[config.mk]
export PLATFORM = sky130hd
export DESIGN_NAME = register_file_flat
export DESIGN_NICKNAME = d
export VERILOG_FILES = /design/src/rtl/register_file_if.sv /design/src/rtl/register_file.sv /design/src/flat_wrapper.sv
export SDC_FILE = /design/constraint.sdc
export NUM_CORES = 1
export LEC_CHECK = 0
export CAP_MARGIN = 20
export CORE_ASPECT_RATIO = 0.7
export CORE_UTILIZATION = 45
export CTS_BUF_LIST = sky130_fd_sc_hd__clkbuf_4
export CTS_CLUSTER_DIAMETER = 200
export DETAILED_ROUTE_END_ITERATION = 6
export PLACE_DENSITY = 0.69
export SLEW_MARGIN = 15
export SYNTH_ARGS = -nofsm -noshare
export SYNTH_HDL_FRONTEND = slang
export SYNTH_SLANG_ARGS = --single-unit
[constraint.sdc]
create_clock -name clk -period 9.5 [get_ports clk]
set_input_delay 2.85 -clock clk [delete_from_list [all_inputs] [get_ports clk]]
set_output_delay 2.85 -clock clk [all_outputs]
set_load 0.05 [all_outputs]
[src/rtl/register_file_if.sv]
// Bus bundle for the register file: one general write port, one dedicated R0 write port,
// two indexed read ports and the always-visible R0 read.
interface register_file_if #(
   parameter int DATA_WIDTH = 16,
   parameter int ADDR_WIDTH = 4
);
   logic                  registerWrite;
   logic [ADDR_WIDTH-1:0] regWriteLocal;
   logic [DATA_WIDTH-1:0] dataWrite;
   logic                  r0WriteEn;
   logic [DATA_WIDTH-1:0] r0Write;
   logic [ADDR_WIDTH-1:0] registerRead1;
   logic [ADDR_WIDTH-1:0] registerRead2;
   logic [DATA_WIDTH-1:0] dataRead1;
   logic [DATA_WIDTH-1:0] dataRead2;
   logic [DATA_WIDTH-1:0] r0Read;

   modport master (
      output registerWrite, regWriteLocal, dataWrite,
      output r0WriteEn, r0Write,
      output registerRead1, registerRead2,
      input  dataRead1, dataRead2, r0Read
   );

   modport slave (
      input  registerWrite, regWriteLocal, dataWrite,
      input  r0WriteEn, r0Write,
      input  registerRead1, registerRead2,
      output dataRead1, dataRead2, r0Read
   );
endinterface

[src/rtl/register_file.sv]
// 16x16 flip-flop register file: two combinational read ports, a general write port and a
// dedicated R0 write port for the multiply/divide unit. Reset is synchronous, active-high.
module register_file #(
   parameter int DATA_WIDTH = 16,
   parameter int ADDR_WIDTH = 4,
   parameter int NUM_REGS   = 2 ** ADDR_WIDTH
) (
   input logic             clk,
   input logic             reset_n,
   register_file_if.slave  bus
);
   logic [DATA_WIDTH-1:0] regFileReg [NUM_REGS];

   genvar gi;
   generate
      for (gi = 0; gi < NUM_REGS; gi++) begin : genRegs
         logic genHit;
         assign genHit = bus.registerWrite && (bus.regWriteLocal == ADDR_WIDTH'(gi));

         if (gi == 0) begin : genR0
            // The dedicated port is the multiply/divide result and must beat writeback.
            always_ff @(posedge clk) begin
               if (reset_n) begin
                  regFileReg[gi] <= '0;
               end else if (bus.r0WriteEn) begin
                  regFileReg[gi] <= bus.r0Write;
               end else if (genHit) begin
                  regFileReg[gi] <= bus.dataWrite;
               end
            end
         end else begin : genGp
            always_ff @(posedge clk) begin
               if (reset_n) begin
                  regFileReg[gi] <= '0;
               end else if (genHit) begin
                  regFileReg[gi] <= bus.dataWrite;
               end
            end
         end
      end
   endgenerate

   // No write bypass: reads see the stored value until the edge that updates it.
   assign bus.dataRead1 = regFileReg[bus.registerRead1];
   assign bus.dataRead2 = regFileReg[bus.registerRead2];
   assign bus.r0Read    = regFileReg[0];
endmodule

[src/flat_wrapper.sv]
// flat-port wrapper written by rule: the top's interface ports become plain ports
module register_file_flat 
#(
   parameter int DATA_WIDTH = 16,
   parameter int ADDR_WIDTH = 4,
   parameter int NUM_REGS   = 2 ** ADDR_WIDTH
)
  (clk, reset_n, bus_registerWrite, bus_regWriteLocal, bus_dataWrite, bus_r0WriteEn, bus_r0Write, bus_registerRead1, bus_registerRead2, bus_dataRead1, bus_dataRead2, bus_r0Read);
  register_file_if #(.DATA_WIDTH(DATA_WIDTH), .ADDR_WIDTH(ADDR_WIDTH)) bus_i ();
  input logic clk;
  input logic reset_n;
  input wire logic [$bits(bus_i.registerWrite)-1:0] bus_registerWrite;
  input wire logic [$bits(bus_i.regWriteLocal)-1:0] bus_regWriteLocal;
  input wire logic [$bits(bus_i.dataWrite)-1:0] bus_dataWrite;
  input wire logic [$bits(bus_i.r0WriteEn)-1:0] bus_r0WriteEn;
  input wire logic [$bits(bus_i.r0Write)-1:0] bus_r0Write;
  input wire logic [$bits(bus_i.registerRead1)-1:0] bus_registerRead1;
  input wire logic [$bits(bus_i.registerRead2)-1:0] bus_registerRead2;
  output wire logic [$bits(bus_i.dataRead1)-1:0] bus_dataRead1;
  output wire logic [$bits(bus_i.dataRead2)-1:0] bus_dataRead2;
  output wire logic [$bits(bus_i.r0Read)-1:0] bus_r0Read;
  assign bus_i.registerWrite = bus_registerWrite;
  assign bus_i.regWriteLocal = bus_regWriteLocal;
  assign bus_i.dataWrite = bus_dataWrite;
  assign bus_i.r0WriteEn = bus_r0WriteEn;
  assign bus_i.r0Write = bus_r0Write;
  assign bus_i.registerRead1 = bus_registerRead1;
  assign bus_i.registerRead2 = bus_registerRead2;
  assign bus_dataRead1 = bus_i.dataRead1;
  assign bus_dataRead2 = bus_i.dataRead2;
  assign bus_r0Read = bus_i.r0Read;
  register_file #(.DATA_WIDTH(DATA_WIDTH), .ADDR_WIDTH(ADDR_WIDTH), .NUM_REGS(NUM_REGS)) u_core (.clk(clk), .reset_n(reset_n), .bus(bus_i));
endmodule
==> flow_summary.toml <==
[run_status]
status = "finished, final reports clean"

[clock_tree]
htreeDepth = 3
cts_resized = 0
cts_tree = "yes"
numCtsBuffers = 67
cts-root-buf = "clkbuf_4"
cts_max_path_buffers = 3
path_clk_slew_ns = 0.07
post_cts_buffers = 0
clock-sinks = 256
ctsHoldBuffers = 0

[timing]
finalCritPeriodShare_pct = 86.27
setup_violations = 0
fin_tns_setup_ns = 0
fmax_ghz = 0.1220
max-slew-margin-rel_pct = 23.51
rsz0062_at_grt = "false"
slew_violations = 0
finalCriticalPeriod_ns = 8.196
hold_viol_final = 0
worstMarginPinSlew_ns = 1.147
fin_hold_ws_ns = 2.843

[die]
rows = 52
io_pins = 96
fp.dieW_um = 209.7
die_area_um2 = 30900
die_y_um = 147.4
start_util_pct = 46.40
core_area_um2 = 29280

[cells_and_area]
fill_cells = 2358
final_nets = 1059
reg.largest.list = "u_core.regFileReg x256"
area_growth_pct = 16.99
regArea_um2 = 7687
top_register = "u_core.regFileReg"
drive_above_1_share_pct = 27.54
multi_input_area_um2 = 5587
largest_reg_flops = 256

[pwr]
design_power_total_mw = 2.784
ir_worst_vdd_mv = 0.1080
pwr_density_cell_nw_per_um2 = 175.1
leakagePower_nw = 5.565

[yosys]
syn_inst = 893
async_flop_share_pct = 0
ys_types = 26
synthTopCellsByArea = "edfxtp_1, mux4_2, and2_1"
synth_commonest_cells = "edfxtp_1, and2_1, mux4_2"
ys.flop_type = "edfxtp_1"
synth.most_common_cell = "edfxtp_1"
syn_area_per_cell_um2 = 15.21
yosys_warnings = 0
synth_top_area_share_pct = 56.59
synth.net_count = 941
synth-seq-cells = 256
seq_area_frac_synth_pct = 56.59
netlist_area_um2 = 13590
yosys.area.top_type = "edfxtp_1"
synth_edf_count = 256

[grt]
grt_remaining_overflow = 0
gr-usage-all-layers_pct = 25.92
antenna_found_initial = 1
grt_max_degree = 65
grt_pass1_wl_mm = 57.05
grt_pass1_vias = 9050

[critical_path]
worstSetupStartpointType = "input pin"
worstSetupEndpointType = "output port"
crit_type = "in -> out"
required_ns = 6.65
crit_fanout = 16
critPathArrivalTime_ns = 5.35

[detailed_routing]
detail_route.wirelength_mm = 38.98
firstDrtPassIters = 5
drc = 0
vias_per_cell = 6.155
routedWlPerCell_um = 27.22
drtAntennaViolNets = 0
drt_iter0_drc = 986
vias = 8814

[place]
portBuffers = 95
place_congestion = 0.8168
hpwl_mm = 23.87

[flow_run]
max_cap_violations = 0

[hold_path]
hold_path_class = "in -> reg"
## power breakdown
group          internal (mW)  switching (mW)
clock                  0.516           0.454
sequential              1.31          0.0380
combinational          0.189           0.272
total                   2.02           0.764
## worst paths after layout
check / start / end / cells after the start
worst max-delay path: bus_registerRead2[2] / bus_dataRead2[15] / 5
worst min-delay path: bus_r0Write[6] / u_core.regFileReg[0][6] / 3
## layout make-up
class / instances / area share [%]
clock buffer: 96 / 4.534
inverter: 2 / 0.04723
sequential: 256 / 48.37
antenna: 1 / 0.01574
multi-input combinational: 549 / 35.15
clock inverter: 15 / 0.6928
tap: 378 / 2.976
timing repair buffer: 135 / 8.219
## cell families after synthesis
group	share of synthesized area, %
and+or+nand+nor	14.13
buffers and inverters	2.597
AOI/OAI and AO/OA	5.471
DFF	56.58
muxes	21.22
## stage by stage
stage	utilization, %	area [um2]	std cells	worst slack (ns)
floorplan	-	13590	893	2.273
global placement	51.30	15020	1316	1.314
detailed placement	51.34	15030	1317	1.303
CTS	54.18	15860	1428	1.303
global route	54.29	15890	1432	1.211
finish	54.29	15890	1432	1.305
## layer usage
layer	vias to the layer above	track usage [%]	part of all wire (%)	wire, um
met5	-	0	0	0
met4	0	8.577	2.1	828
met3	68	7.308	11	4192
met2	541	39.77	47	18210
met1	4455	35.92	40	15750
li1	3750	-	-	-
## placed cells by master, fill, tap and decap left out
cell	synthesis	routed
edfxtp_1	256	256
and2_1	242	242
mux4_2	128	128
clkbuf_4	0	96
clkdlybuf4s50_1	0	91
a22oi_1	64	64
buf_4	0	35
nand2_1	33	33
nor2_1	31	30
a32oi_1	16	16
clkinv_1	0	9
o21bai_2	0	8
buf_12	0	5
nor2b_1	4	4
o21bai_1	12	4
nor2_4	3	3
inv_2	0	3
nand3b_1	2	2
nand2b_1	2	2
inv_1	2	2
a21o_1	2	2
nand4bb_1	2	2
bufinv_16	0	2
buf_2	18	2
buf_6	0	2
diode_2	0	1
nor4b_4	0	1
nor3b_1	1	1
a31o_2	1	1
or2_2	1	1
nand3_1	1	1
a211o_1	1	1
nand4b_1	1	1
or4b_4	1	1
nor2_2	0	1
clkinv_2	0	1
## critical path: stages
cell and delay (ns):
clkdlybuf4s50_1 0.52, and2_1 0.74, a22oi_1 0.27, nand2_1 0.13, clkdlybuf4s50_1 0.82
Power figures use the tool's default switching activity.
